===== config.mk =====
export PLATFORM = sky130hd
export DESIGN_NAME = mem_read_arbiter
export DESIGN_NICKNAME = d
export VERILOG_FILES = /design/src/rtl/mem_read_arbiter.sv
export SDC_FILE = /design/constraint.sdc
export NUM_CORES = 1
export LEC_CHECK = 0
export CORE_MARGIN = 10
export CORE_UTILIZATION = 39
export DETAILED_ROUTE_END_ITERATION = 7
export PLACE_DENSITY = 0.87
export SLEW_MARGIN = 20
export SYNTH_ARGS = -nofsm -noshare
export SYNTH_HDL_FRONTEND = slang
export SYNTH_SLANG_ARGS = --single-unit

===== constraint.sdc =====
create_clock -name clk -period 5.3 [get_ports clk]
set_clock_uncertainty 0.2 [all_clocks]
set_input_delay 1.06 -clock clk [delete_from_list [all_inputs] [get_ports clk]]
set_output_delay 1.06 -clock clk [all_outputs]
set_load 0.005 [all_outputs]

===== src/rtl/mem_read_arbiter.sv =====
// Round-robin arbiter sharing one AXI read port among NUM_MASTERS refill engines.
// Optional per-master perf counters enabled by defining MEM_READ_ARB_PERF_EN.
module mem_read_arbiter #(
  parameter int NUM_MASTERS = 2,
  parameter int ADDR_WIDTH  = 26,
  parameter int DATA_WIDTH  = 32,
  parameter int ID_WIDTH    = 4,
  parameter int LEN_WIDTH   = 4
) (
  input  logic                              clk,
  input  logic                              rst_n,
  input  logic [NUM_MASTERS-1:0]            m_arvalid,
  input  logic [NUM_MASTERS*ADDR_WIDTH-1:0] m_araddr,
  input  logic [NUM_MASTERS*LEN_WIDTH-1:0]  m_arlen,
  input  logic [NUM_MASTERS*ID_WIDTH-1:0]   m_arid,
  output logic [NUM_MASTERS-1:0]            m_arready,
  output logic [NUM_MASTERS-1:0]            m_rvalid,
  output logic [DATA_WIDTH-1:0]             m_rdata,
  output logic                              m_rlast,
  output logic                              s_arvalid,
  output logic [ADDR_WIDTH-1:0]             s_araddr,
  output logic [LEN_WIDTH-1:0]              s_arlen,
  output logic [ID_WIDTH-1:0]               s_arid,
  input  logic                              s_arready,
  input  logic                              s_rvalid,
  input  logic [DATA_WIDTH-1:0]             s_rdata,
  input  logic                              s_rlast,
  output logic                              s_rready,
  output logic                              protocol_err
`ifdef MEM_READ_ARB_PERF_EN
  ,
  output logic [NUM_MASTERS*16-1:0]         perf_grants,
  output logic [NUM_MASTERS*16-1:0]         perf_wait
`endif
);

  localparam int PW = (NUM_MASTERS > 1) ? $clog2(NUM_MASTERS) : 1;

  typedef enum logic [1:0] {
    IDLE,
    ADDR,
    DATA
  } state_t;

  state_t                r_state;
  state_t                w_next;
  logic [PW-1:0]         r_rr_ptr;
  logic [PW-1:0]         r_grant;
  logic [PW-1:0]         w_win;
  logic [PW-1:0]         w_ptr_nxt;
  logic                  w_any;
  logic [LEN_WIDTH-1:0]  r_beat_cnt;
  logic [ADDR_WIDTH-1:0] r_addr;
  logic [LEN_WIDTH-1:0]  r_len;
  logic [ID_WIDTH-1:0]   r_id;
  logic                  r_err;
  logic [ADDR_WIDTH-1:0] w_addr;
  logic [LEN_WIDTH-1:0]  w_len;
  logic [ID_WIDTH-1:0]   w_id;
  logic [LEN_WIDTH-1:0]  w_eff_len;
  logic                  w_cnt_hit;
  logic                  w_beat;
  logic                  w_end;
  logic                  w_err_set;

  // first pass covers rr_ptr..N-1, second pass wraps to 0..rr_ptr-1
  always_comb begin
    w_any = 1'b0;
    w_win = '0;
    for (int i = 0; i < NUM_MASTERS; i++) begin
      if (!w_any && m_arvalid[i] && (PW'(i) >= r_rr_ptr)) begin
        w_any = 1'b1;
        w_win = PW'(i);
      end
    end
    for (int i = 0; i < NUM_MASTERS; i++) begin
      if (!w_any && m_arvalid[i]) begin
        w_any = 1'b1;
        w_win = PW'(i);
      end
    end
  end

  always_comb begin
    w_addr = '0;
    w_len  = '0;
    w_id   = '0;
    for (int i = 0; i < NUM_MASTERS; i++) begin
      if (w_win == PW'(i)) begin
        w_addr = m_araddr[i*ADDR_WIDTH +: ADDR_WIDTH];
        w_len  = m_arlen[i*LEN_WIDTH +: LEN_WIDTH];
        w_id   = m_arid[i*ID_WIDTH +: ID_WIDTH];
      end
    end
  end

  assign w_ptr_nxt = (w_win == PW'(NUM_MASTERS - 1)) ?
                     '0 : w_win + PW'(1);

  assign w_eff_len = (r_len == '0) ? LEN_WIDTH'(1) : r_len;
  assign w_cnt_hit = ({1'b0, r_beat_cnt} + (LEN_WIDTH+1)'(1))
                     == {1'b0, w_eff_len};
  assign w_beat    = (r_state == DATA) && s_rvalid;
  assign w_end     = w_beat && (s_rlast || w_cnt_hit);
  assign w_err_set = (w_beat && (s_rlast != w_cnt_hit)) ||
                     (s_rvalid && (r_state != DATA));

  always_comb begin
    w_next    = r_state;
    m_arready = '0;
    s_arvalid = 1'b0;
    s_rready  = 1'b0;
    m_rvalid  = '0;
    m_rdata   = '0;
    m_rlast   = 1'b0;
    unique case (r_state)
      IDLE: begin
        if (w_any) begin
          m_arready[w_win] = 1'b1;
          w_next           = ADDR;
        end
      end
      ADDR: begin
        s_arvalid = 1'b1;
        if (s_arready) w_next = DATA;
      end
      DATA: begin
        s_rready          = 1'b1;
        m_rvalid[r_grant] = s_rvalid;
        m_rdata           = s_rdata;
        m_rlast           = s_rlast && s_rvalid;
        if (w_end) w_next = IDLE;
      end
      default: w_next = IDLE;
    endcase
  end

  always_ff @(posedge clk or negedge rst_n) begin
    if (!rst_n) begin
      r_state    <= IDLE;
      r_rr_ptr   <= '0;
      r_grant    <= '0;
      r_beat_cnt <= '0;
      r_addr     <= '0;
      r_len      <= '0;
      r_id       <= '0;
      r_err      <= 1'b0;
    end else begin
      r_state <= w_next;
      if (w_err_set) r_err <= 1'b1;
      if ((r_state == IDLE) && w_any) begin
        r_grant  <= w_win;
        r_rr_ptr <= w_ptr_nxt;
        r_addr   <= w_addr;
        r_len    <= w_len;
        r_id     <= w_id;
      end
      if ((r_state == ADDR) && s_arready) begin
        r_beat_cnt <= '0;
      end else if (w_beat) begin
        r_beat_cnt <= r_beat_cnt + LEN_WIDTH'(1);
      end
    end
  end

  assign s_araddr     = r_addr;
  assign s_arlen      = r_len;
  assign s_arid       = r_id;
  assign protocol_err = r_err;

`ifdef MEM_READ_ARB_PERF_EN
  for (genvar g = 0; g < NUM_MASTERS; g++) begin : g_perf
    logic [15:0] r_gcnt;
    logic [15:0] r_wcnt;
    always_ff @(posedge clk or negedge rst_n) begin
      if (!rst_n) begin
        r_gcnt <= '0;
        r_wcnt <= '0;
      end else begin
        if (m_arready[g] && (r_gcnt != 16'hFFFF))
          r_gcnt <= r_gcnt + 16'd1;
        if (m_arvalid[g] && !m_arready[g] && (r_wcnt != 16'hFFFF))
          r_wcnt <= r_wcnt + 16'd1;
      end
    end
    assign perf_grants[g*16 +: 16] = r_gcnt;
    assign perf_wait[g*16 +: 16]   = r_wcnt;
  end
`endif

endmodule


## After elaboration in Yosys (flattened, before gate mapping)

Cells that the tools add are included.

- Latch bits: 0
- Bits in writable memories: 0
- ROM bits: 0
- Register bits: 43
- Output and inout bits: 74
- Input bits: 107
- Memories kept: 0
- Word-level logic and storage cells: 78

- Multiplexer cells: 29
- Equality and inequality tests: 8
- Magnitude comparators: 6
- Add/sub/neg operators: 3
- Bitwise gates (word level): 1
- Reduce and logical (&&, ||, !) cells: 23
- Div/mod/pow operators: 0
- Shifts and indexed selects: 0
- Multiply operators: 0

Operators with widths:

| operator | count |
|---|---|
| 32-bit two-way mux | 1 |
| 26-bit two-way mux | 1 |
| 4-bit two-way mux | 5 |
| 1-bit logical AND | 14 |
| 1-bit two-way mux | 13 |
| 2-bit two-way mux | 6 |
| 2-bit inequality test, second input constant | 4 |
| 2-bit case mux with 3 select lines | 1 |
| 4-bit by 1-bit adder with 5-bit output, second input constant | 1 |
| 5-bit by 4-bit == test with 1-bit output | 1 |
| 4-bit by 1-bit adder with 4-bit output, second input constant | 1 |
| 4-bit zero test | 1 |
| 1-bit by 2-bit less-than comparator with 1-bit output, second input constant | 2 |
| 1-bit zero test | 3 |
| 3-bit AND reduction | 1 |
| 2-bit AND | 1 |
| 1-bit demux with 1-bit select | 2 |
| 2-bit by 1-bit == test with 1-bit output, second input constant | 1 |
| 2-bit == test, second input constant | 1 |
| 1-bit >= comparator, first input constant | 2 |
| 1-bit >= comparator, second input constant | 2 |
| 2-bit zero test | 1 |
| 1-bit logical OR | 2 |
| 2-bit nonzero test | 1 |
| other kinds (2) | 2 |

## Logic depth before layout (Yosys ltp)

Gate-level depths: netlist (run 1).

- Depth in word-level cells: 19
- Mapped depth: 7
- Mapped depth without buffers: 7

## Worst setup path after synthesis (run 1)

OpenSTA, ideal clock, no wires.

- Path type: input -> output
- From: in m_arvalid[1]
- To: out m_arready[0]
- Stages: 2
- Arrival time: 1652 ps
- Path buffers: 1
- Setup slack: 2388 ps
- Required time: 4040 ps
- Cell sequence: buf_6 > a2111oi_2

- Word-level cells in the longest chain between the ends: 15
- Elaborated cells between the ends (all ways): 19
- Classes of those cells: 2 x order compare; 10 x mux; 7 x reduce/logical

RTL lines:

| element | RTL line | text |
|---|---|---|
| from (decl) | 12 | `input logic [NUM_MASTERS-1:0] m_arvalid,` |
| 1-bit logical AND (2 in series) | 71 | `if (!w_any && m_arvalid[i] && (PW'(i) >= r_rr_ptr)) begin` |
| 1-bit two-way mux | 71 |  |
| 1-bit zero test | 77 | `if (!w_any && m_arvalid[i]) begin` |
| 1-bit logical AND | 77 |  |
| 1-bit two-way mux | 77 |  |
| 1-bit zero test | 77 |  |
| 1-bit logical AND | 77 |  |
| 1-bit two-way mux | 77 |  |
| 1-bit by 2-bit less-than comparator with 1-bit output (not written as such) or 1-bit >= comparator (tied branches) | 119 | `m_arready[w_win] = 1'b1;` |
| 1-bit logical AND (not written as such) | 119 |  |
| 1-bit two-way mux (not written as such) | 119 |  |
| 1-bit demux with 1-bit select | 119 |  |
| 2-bit two-way mux (*) | 118 | `if (w_any) begin` |
| 2-bit two-way mux (*) | 116 | `unique case (r_state)` |
| to (decl) | 16 | `output logic [NUM_MASTERS-1:0] m_arready,` |

Every way passes the cells marked *; elsewhere a longest branch is shown, timed or not.

## Final worst setup path (run 1)

- From: in m_arvalid[1]
- To: out m_arready[1]

The elaborated chain is that of the path after synthesis.

==> results of run 1 <==
## cell type report
type	instances	area (sq um)	share of cell area [%]
Tap cell	80	100	2.20
Sequential cell	43	1080	23.6
Clock buffer	8	100	2.20
Inverter	6	22.5	0.494
Timing Repair Buffer	187	1860	40.9
Multi-Input combinational cell	213	1390	30.6
## per-layer routing
layer | up-vias | wire, microns | track usage (%)
met5 | - | 0 | 0
met4 | 0 | 116 | 4.66
met1 | 1434 | 4250 | 23.9
li1 | 1423 | - | -
met2 | 110 | 6110 | 37.8
met3 | 8 | 802 | 5.56
## through the flow
step | total power [uW] | cells
after floorplan | 1130 | 297
after global placement | 1680 | 528
after detailed placement | 1720 | 528
after CTS | 1960 | 536
after global routing | 2090 | 537
final | 1950 | 537
## layout by cell type, fill, tap and decap left out, drive strengths merged
cell type / instances
a21oi: 33
nand2b: 3
or3: 1
buf: 8
ha: 2
clkdlybuf4s50: 179
o21bai: 1
a221oi: 2
and3: 2
xnor2: 2
o211ai: 31
nand3: 1
nor3: 1
nor3b: 2
a221o: 4
a21boi: 5
inv: 6
mux2i: 2
a2111oi: 1
nor4: 1
nor2b: 4
o21ai: 34
nor2: 3
a311oi: 2
a21o: 3
nand2: 4
or2: 1
dfrtp: 43
a31oi: 33
xor2: 1
and2: 34
clkbuf: 8
## path summary, 6_finish.rpt
path | startpoint | end | slack [ns] | cells past startpoint
hold / removal | protocol_err | protocol_err | 0.26 | 1
setup reg to reg | r_state[0] | s_arlen[1] | 2.86 | 4
min in group asynchronous | rst_n | r_beat_cnt[3] | 0.51 | 1
hold reg to reg | protocol_err | protocol_err | 0.26 | 1
max in group asynchronous | rst_n | r_rr_ptr | 3.89 | 2
setup / recovery | m_arvalid[1] | m_arready[1] | 0.90 | 4
## registers in the layout, indices dropped and copies added, names as in the netlist
signal / count
r_state: 2
r_beat_cnt: 4
s_arlen: 4
r_rr_ptr: 1
s_araddr: 26
s_arid: 4
protocol_err: 1
r_grant: 1
## critical path: cells and delay by family
family,cells,cell delay [ns]
and+or+nand+nor,1,0.51
buffers and inverters,3,1.57
## power groups by stage
stage | registers, uW | clock network [uW] | logic, uW
6_report | 648 | 231 | 1070
2_1_floorplan | 583 | 0 | 542
3_3_place_gp | 639 | 0 | 1040
4_1_cts | 644 | 237 | 1080
5_1_grt | 674 | 251 | 1160
3_5_place_dp | 648 | 0 | 1070
## kinds of logic (layout without fill, tap and decap cells)
| logic type | count (synthesis) | count (layout) | synth area share [%] |
|---|---|---|---|
| mux | 2 | 2 | 0.751 |
| simple gates | 57 | 57 | 13.1 |
| compound gates | 149 | 149 | 36.4 |
| flops | 43 | 43 | 40.4 |
| xor+xnor | 3 | 3 | 0.986 |
| fa+ha+maj | 2 | 2 | 0.939 |
| buf+inv | 41 | 201 | 7.42 |
==> flow_metrics.tcl, run 1 <==
set metrics [dict create \
    nNetsFinal 565 \
    final_cell_area_sq_um 4560 \
    yosys-top-cells-area "dfrtp_1, o211ai_1, and2_1" \
    period_needed_ns 4.40 \
    worstMarginPinSlew_ns 0.701 \
    dieArea_sq_um 10500 \
    synth_top_area_share_pct 40.4 \
    antenna_left 0 \
    grt_pass1_vias 3022 \
    cts_root_buffer "clkbuf_8" \
    drive_gt1_share_pct 6.13 \
    dp_hpwl_mm 8.70 \
    p_int_uw 1210 \
    min_path_type "register to register" \
    hold_viol_final 0 \
    n_fill_cell 545 \
    power.switching_uw 737 \
    area_delta_synth_final_pct 70.9 \
    post_drt_wl_per_cell_microns 21.0 \
    rows 30 \
    ys_seq_area_share_pct 40.4 \
    gp_congestion 0.872 \
    n_antenna_cell 0 \
    utilization_pct 67.8 \
    vias_per_cell 5.54 \
    ys_ff_latch 43 \
    critPathCaptureType "output pin" \
    initial_utilization_pct 39.7 \
    slew_headroom_pct 53.2 \
    powerDensity_nw_per_um2 427 \
    cpMaxStageDelayCell "clkdlybuf4s50_1" \
    synth_cell_types 37 \
    cellLeakagePower_uw 0.00170 \
    grt_pass1_wl_mm 17.2 \
    clk_pin_slew_worst_paths_ns 0.08 \
    drt_iter0_drc 178 \
    p_seq_share_pct 33.3 \
    synth_top_cells_by_count "dfrtp_1, a21oi_1, and2_1" \
    cts_tree "done" \
    synth_ff_type "dfrtp_1" \
    cp-start-kind "input pin" \
    setup_violations 0 \
    switching_share_pct 37.9 \
    grt_use_total_pct 20.9 \
    core_sq_um 6720 \
    hold_buffers 0 \
    grt_max_degree 44 \
    cp_data_arrival_time_ns 3.14 \
    setup_ws_ns 0.897 \
    gr-total-overflow 0 \
    synth_edf_count 0 \
    clkLatencyLatePin_ns 0.29 \
    io_pins 181 \
    critical_path_peak_fanout 32 \
    cts.sinks 43 \
    cts_buffers 5 \
    syn_area_sq_um 2670 \
    cts_buffer_depth 2 \
    post_cts_buffers 0 \
    cp_common_cell "clkdlybuf4s50_1" \
    status "completed" \
    num_vias 2975 \
    crit_type "input pin to output pin" \
    synth_nets 406 \
    cap_violations 0 \
    whs_ns 0.263 \
    crit_chain "clkdlybuf4s50_1, inv_2, nor4_2, clkdlybuf4s50_1" \
    post-route-period-util_pct 83.1 \
    rsz0062_at_grt "no" \
    critical_path_required_ns 4.04 \
    dpl-instance-area_sq_um 4430 \
    drt-total-wl_mm 11.3 \
    maxSlewViolCount 0 \
    synth_top_cell_by_area "dfrtp_1" \
    ir_worst_vdd_mv 0.219 \
    async_flop_share_pct 100 \
    die_w_microns 103 \
    clkPwrFrac_pct 11.8 \
    cts_resized 0 \
    cts-htree-levels 2 \
    drc 0 \
    antenna_found_initial 0 \
    portBuffers 180 \
    ys_warn_count 0 \
    die-height_microns 103 \
    cp_slowest_stage_delay_ns 0.67 \
    drtPass1Iterations 5 \
    setup_tns_ns 0 \
    syn_inst 297 \
    synth_area_per_cell_sq_um 8.97 \
    fmax_mhz 227 \
    p_comb_share_pct 54.9 \
    synth.most_common_cell "dfrtp_1" \
    pre_cts_ws_ns 0.928 \
]
Note: power is estimated with default switching activity, not from simulation.
==> inputs of run 2 (changes only) <==
--- a/config.mk
+++ b/config.mk
@@ -6,9 +6,9 @@
 export NUM_CORES = 1
 export LEC_CHECK = 0
 export CORE_MARGIN = 10
-export CORE_UTILIZATION = 39
+export CORE_UTILIZATION = 36
 export DETAILED_ROUTE_END_ITERATION = 7
-export PLACE_DENSITY = 0.87
+export PLACE_DENSITY = 0.81
 export SLEW_MARGIN = 20
 export SYNTH_ARGS = -nofsm -noshare
 export SYNTH_HDL_FRONTEND = slang
==> constraint.sdc (replaced) <==
create_clock -name clk -period 4.6 [get_ports clk]
set_clock_uncertainty 0.2 [all_clocks]
set_input_delay 0.92 -clock clk [delete_from_list [all_inputs] [get_ports clk]]
set_output_delay 0.92 -clock clk [all_outputs]
set_load 0.005 [all_outputs]
==> run 2 against run 1 <==
Against the previous run:
- critical path depth is the same
- register-to-register slack lost 0.75 ns
- non-clock buffer count grew 2
- global-route usage shrank 1.5 points
- sequential power grew 13%
- setup slack lost 0.15 ns
- wire length grew 0.58%
- sequential cell count is the same
- final cell count grew 3.5%
- critical endpoint unchanged
- largest power group unchanged
==> flow_metrics.tcl, run 2 (synthesis gave the netlist of run 1 again) <==
set metrics [dict create \
    vias_per_cell 5.29 \
    cts_root_buffer "clkbuf_8" \
    initial_utilization_pct 36.9 \
    grt_use_met2_pct 33.7 \
    portBuffers 180 \
    regToRegSetupSlack_ns 2.11 \
    antenna_found_initial 0 \
    cts_buffer_depth 2 \
    gp_congestion 0.833 \
    drtPass1Iterations 4 \
    gr-total-overflow 0 \
    min_path_type "register to register" \
    ir_worst_vdd_mv 0.230 \
    area_delta_synth_final_pct 71.3 \
    cts-htree-levels 2 \
    io_pins 181 \
    slew_headroom_pct 48.9 \
    fmax_mhz 259 \
    status "completed" \
    powerDensity_nw_per_um2 484 \
    cp_data_arrival_time_ns 2.74 \
    maxSlewViolCount 0 \
    drc 0 \
    rows 31 \
    p_comb_share_pct 57.0 \
    clk_pin_slew_worst_paths_ns 0.07 \
    final_common_cell "clkdlybuf4s50_1" \
    n_antenna_cell 0 \
    grt_pass1_vias 3121 \
    cts.sinks 43 \
    cap_violations 0 \
    whs_ns 0.293 \
    n_fill_cell 607 \
    layout_common_cells "clkdlybuf4s50_1, dfrtp_1, and2_1, a21oi_1" \
    rsz0062_at_grt "no" \
    hold_buffers 0 \
    cts_tree "done" \
    worstSetupEndpoint "m_arready[1]" \
    num_vias 2942 \
    core_sq_um 7210 \
    met1_usage_pct 23.9 \
    setup_tns_ns 0 \
    met3_usage_pct 5.68 \
    r2r_start "r_beat_cnt[0]" \
    crit_start "m_arvalid[1]" \
    dieArea_sq_um 11200 \
    period_needed_ns 3.86 \
    drt_iter0_drc 159 \
    cts_buffers 5 \
    die-height_microns 106 \
    cp-start-kind "input pin" \
    die_w_microns 106 \
    switching_share_pct 38.2 \
    clkLatencyLatePin_ns 0.28 \
    antenna_left 0 \
    power.switching_uw 845 \
    critical_path_required_ns 3.48 \
    p_seq_share_pct 33.1 \
    drive_gt1_share_pct 5.91 \
    clkPwrFrac_pct 9.9 \
    grt_use_total_pct 19.4 \
    nNetsFinal 567 \
    grt_max_degree 44 \
    setup_violations 0 \
    r2r-end "protocol_err" \
    post_cts_buffers 0 \
    r2r_cells 7 \
    largest_reg_flops 26 \
    post_drt_wl_per_cell_microns 20.4 \
    crit_type "input pin to output pin" \
    worstMarginPinSlew_ns 0.765 \
    dp_hpwl_mm 8.87 \
    cts_resized 0 \
    critPathCaptureType "output pin" \
    hold_viol_final 0 \
    cellLeakagePower_uw 0.00170 \
    grt_pass1_wl_mm 17.7 \
    post-route-period-util_pct 83.8 \
    drt-total-wl_mm 11.3 \
    busiest_layer "met2" \
    critical_path_peak_fanout 32 \
    p_int_uw 1370 \
]
## run 2: how the worst min path moves through the flow
stage                  from      endpoint  slack [ns]  depth (start not counted)
5_1_grt        protocol_err  protocol_err        0.31                          1
6_report       protocol_err  protocol_err        0.29                          1
3_3_place_gp   protocol_err  protocol_err        0.26                          1
3_5_place_dp   protocol_err  protocol_err        0.27                          1
4_1_cts        protocol_err  protocol_err        0.29                          1
2_1_floorplan  protocol_err  protocol_err        0.25                          1
## run 2: cell type report
| cell class | count | area (sq um) | share of cell area (%) |
|---|---|---|---|
| Clock buffer | 6 | 72.6 | 1.59 |
| Sequential cell | 43 | 1080 | 23.6 |
| Timing Repair Buffer | 189 | 1880 | 41.1 |
| Multi-Input combinational cell | 213 | 1390 | 30.5 |
| Tap cell | 99 | 124 | 2.71 |
| Inverter | 6 | 22.5 | 0.493 |
## run 2: stage by stage
stage | util [%] | power, uW | instance area, sq um | worst slack, ns | cells
after floorplan | - | 1300 | 2670 | 1.97 | 297
after global placement | 62.0 | 1960 | 4470 | 0.797 | 549
after detailed placement | 62.0 | 2010 | 4470 | 0.717 | 549
after CTS | 63.0 | 2230 | 4550 | 0.721 | 555
after global routing | 63.3 | 2370 | 4570 | 0.622 | 556
final | 63.3 | 2210 | 4570 | 0.744 | 556
## run 2: worst max-delay path, cell delays in order
cell and delay (ns):
clkdlybuf4s50_1 0.49, inv_2 0.21, nor4_2 0.49, clkdlybuf4s50_1 0.62
## run 2: routing by layer
layer,part of all wire (%),vias to the layer above,wire length (microns)
li1,-,1428,-
met1,40,1388,4530
met2,52,118,5950
met3,7.0,8,794
met4,0.57,0,65
met5,0,-,0
## run 2: power groups by stage
stage                     logic, uW  registers (uW)  clock network [uW]
after CTS                      1280             729                 225
after global routing           1370             756                 242
after floorplan                 625             672                   0
final                          1260             732                 219
after global placement         1240             724                   0
after detailed placement       1270             733                   0
==> inputs of run 3 (changes only) <==
--- a/config.mk
+++ b/config.mk
@@ -6,9 +6,9 @@
 export NUM_CORES = 1
 export LEC_CHECK = 0
 export CORE_MARGIN = 10
-export CORE_UTILIZATION = 36
+export CORE_UTILIZATION = 33
 export DETAILED_ROUTE_END_ITERATION = 7
-export PLACE_DENSITY = 0.81
+export PLACE_DENSITY = 0.79
 export SLEW_MARGIN = 20
 export SYNTH_ARGS = -nofsm -noshare
 export SYNTH_HDL_FRONTEND = slang
==> constraint.sdc (replaced) <==
create_clock -name clk -period 3.47 [get_ports clk]
set_clock_uncertainty 0.2 [all_clocks]
set_input_delay 0.694 -clock clk [delete_from_list [all_inputs] [get_ports clk]]
set_output_delay 0.694 -clock clk [all_outputs]
set_load 0.005 [all_outputs]
==> run 3 against run 2 <==
Against the previous run:
- register-to-register slack got worse by 1.1 ns
- power is 34% higher
- combinational power grew 33%
- sequential cell count unchanged
- critical path type unchanged
- largest cell class unchanged
==> flow_metrics.tcl, run 3 (synthesis gave the netlist of run 1 again) <==
set metrics [dict create \
    status "completed" \
    critPathCaptureType "output pin" \
    regToRegSetupSlack_ns 1.05 \
    clkLatencyLatePin_ns 0.28 \
    cts-htree-levels 2 \
    cts_buffer_depth 2 \
    worstMarginPinSlew_ns 0.620 \
    n_fill_cell 680 \
    final_common_cell "clkdlybuf4s50_1" \
    r2r_cells 7 \
    p_comb_share_pct 56.4 \
    grt_max_degree 44 \
    cts_buffers 5 \
    layout_common_cells "clkdlybuf4s50_1, dfrtp_1, and2_1, a21oi_1" \
    drt_iter0_drc 126 \
    grt_pass1_vias 2993 \
    crit_start "m_arvalid[0]" \
    p_seq_share_pct 31.8 \
    switching_share_pct 37.3 \
    setup_tns_ns 0 \
    die_w_microns 110 \
    cpMaxStageDelayCell "clkdlybuf4s50_1" \
    antenna_found_initial 0 \
    ir_worst_vdd_mv 0.340 \
    r2r_start "r_beat_cnt[0]" \
    period_needed_ns 3.14 \
    hold_viol_final 0 \
    clk_pin_slew_worst_paths_ns 0.08 \
    drc 0 \
    area_delta_synth_final_pct 73.2 \
    drt-total-wl_mm 11.1 \
    post_drt_wl_per_cell_microns 19.7 \
    p_int_uw 1860 \
    critical_path_required_ns 2.58 \
    io_pins 181 \
    cts_root_buffer "clkbuf_8" \
    critPathBufInv 3 \
    slew_headroom_pct 58.6 \
    rsz0062_at_grt "no" \
    critical_path_peak_fanout 3 \
    path_depth 4 \
    place_inst 557 \
    gr-total-overflow 0 \
    crit_type "input pin to output pin" \
    core_sq_um 7810 \
    gp_congestion 0.778 \
    post-route-period-util_pct 90.6 \
    grt_pass1_wl_mm 17.1 \
    maxSlewViolCount 0 \
    rows 32 \
    clkPwrFrac_pct 11.7 \
    setup_violations 0 \
    cp-start-kind "input pin" \
    cp_slowest_stage_delay_ns 0.60 \
    cap_violations 0 \
    drive_gt1_share_pct 7.13 \
    cts.sinks 43 \
    r2r-end "protocol_err" \
    hold_buffers 0 \
    antenna_left 0 \
    min_path_type "input pin to asynchronous set/reset pin" \
    powerDensity_nw_per_um2 644 \
    path_delay_family "buffers and inverters" \
    largest_reg_flops 26 \
    dieArea_sq_um 12100 \
    power.switching_uw 1110 \
    cp_common_cell "clkdlybuf4s50_1" \
    portBuffers 180 \
    die-height_microns 110 \
    worstSetupEndpoint "m_arready[0]" \
    vias_per_cell 5.28 \
    grt_use_total_pct 18.1 \
    cp_data_arrival_time_ns 2.25 \
    fmax_mhz 318 \
    initial_utilization_pct 34.1 \
    cts_resized 0 \
    cts_tree "done" \
    post_cts_buffers 0 \
    finalNonFillerCells 565 \
    num_vias 2985 \
    drtPass1Iterations 4 \
    nNetsFinal 571 \
    crit_chain "clkdlybuf4s50_1, inv_1, a2111oi_2, clkdlybuf4s50_1" \
    cellLeakagePower_uw 0.00173 \
    dp_hpwl_mm 8.82 \
    n_antenna_cell 0 \
]
[run 3: per-stage QoR]
step                      utilization (%)  worst slack, ns  power (uW)  hold slack (ns)  instance area, sq um
after floorplan                         -             1.22        1720            0.198                  2670
after global placement               57.8            0.354        2610            0.237                  4510
after detailed placement             57.8            0.328        2650            0.254                  4510
after CTS                            59.1            0.312        3000            0.270                  4610
after global routing                 59.1            0.196        3190            0.235                  4620
final                                59.1            0.325        2970            0.193                  4620
[run 3: cell type report]
class,instances,area (sq um),area share [%]
clock buffers,8,100,2.17
flip-flops and latches,43,1080,23.3
inverters,6,22.5,0.488
repair buffers,193,1900,41.1
multi-input cells,213,1390,30.2
well taps,102,128,2.76
[run 3: routing by layer]
layer | up-vias | part of all wire (%) | track usage (%)
met5 | - | 0 | 0
met3 | 8 | 7.1 | 5.32
met4 | 0 | 1.3 | 4.00
li1 | 1433 | - | -
met2 | 95 | 52 | 31.3
met1 | 1449 | 40 | 21.5
[run 3: power groups by stage]
stage / clock network [uW] / registers [uW] / logic, uW
after global routing: 379 / 985 / 1830
after CTS: 357 / 944 / 1700
after floorplan: 0 / 890 / 828
after global placement: 0 / 941 / 1670
after detailed placement: 0 / 952 / 1700
final: 349 / 946 / 1680
[run 3: how the worst min path moves through the flow]
stage / startpoint / to / slack (ns) / cells after the start
2_1_floorplan: rst_n / protocol_err / 0.20 / 0
4_1_cts: protocol_err / protocol_err / 0.27 / 1
5_1_grt: rst_n / r_grant / 0.24 / 1
3_5_place_dp: protocol_err / protocol_err / 0.25 / 1
6_report: rst_n / protocol_err / 0.19 / 1
3_3_place_gp: protocol_err / protocol_err / 0.24 / 1
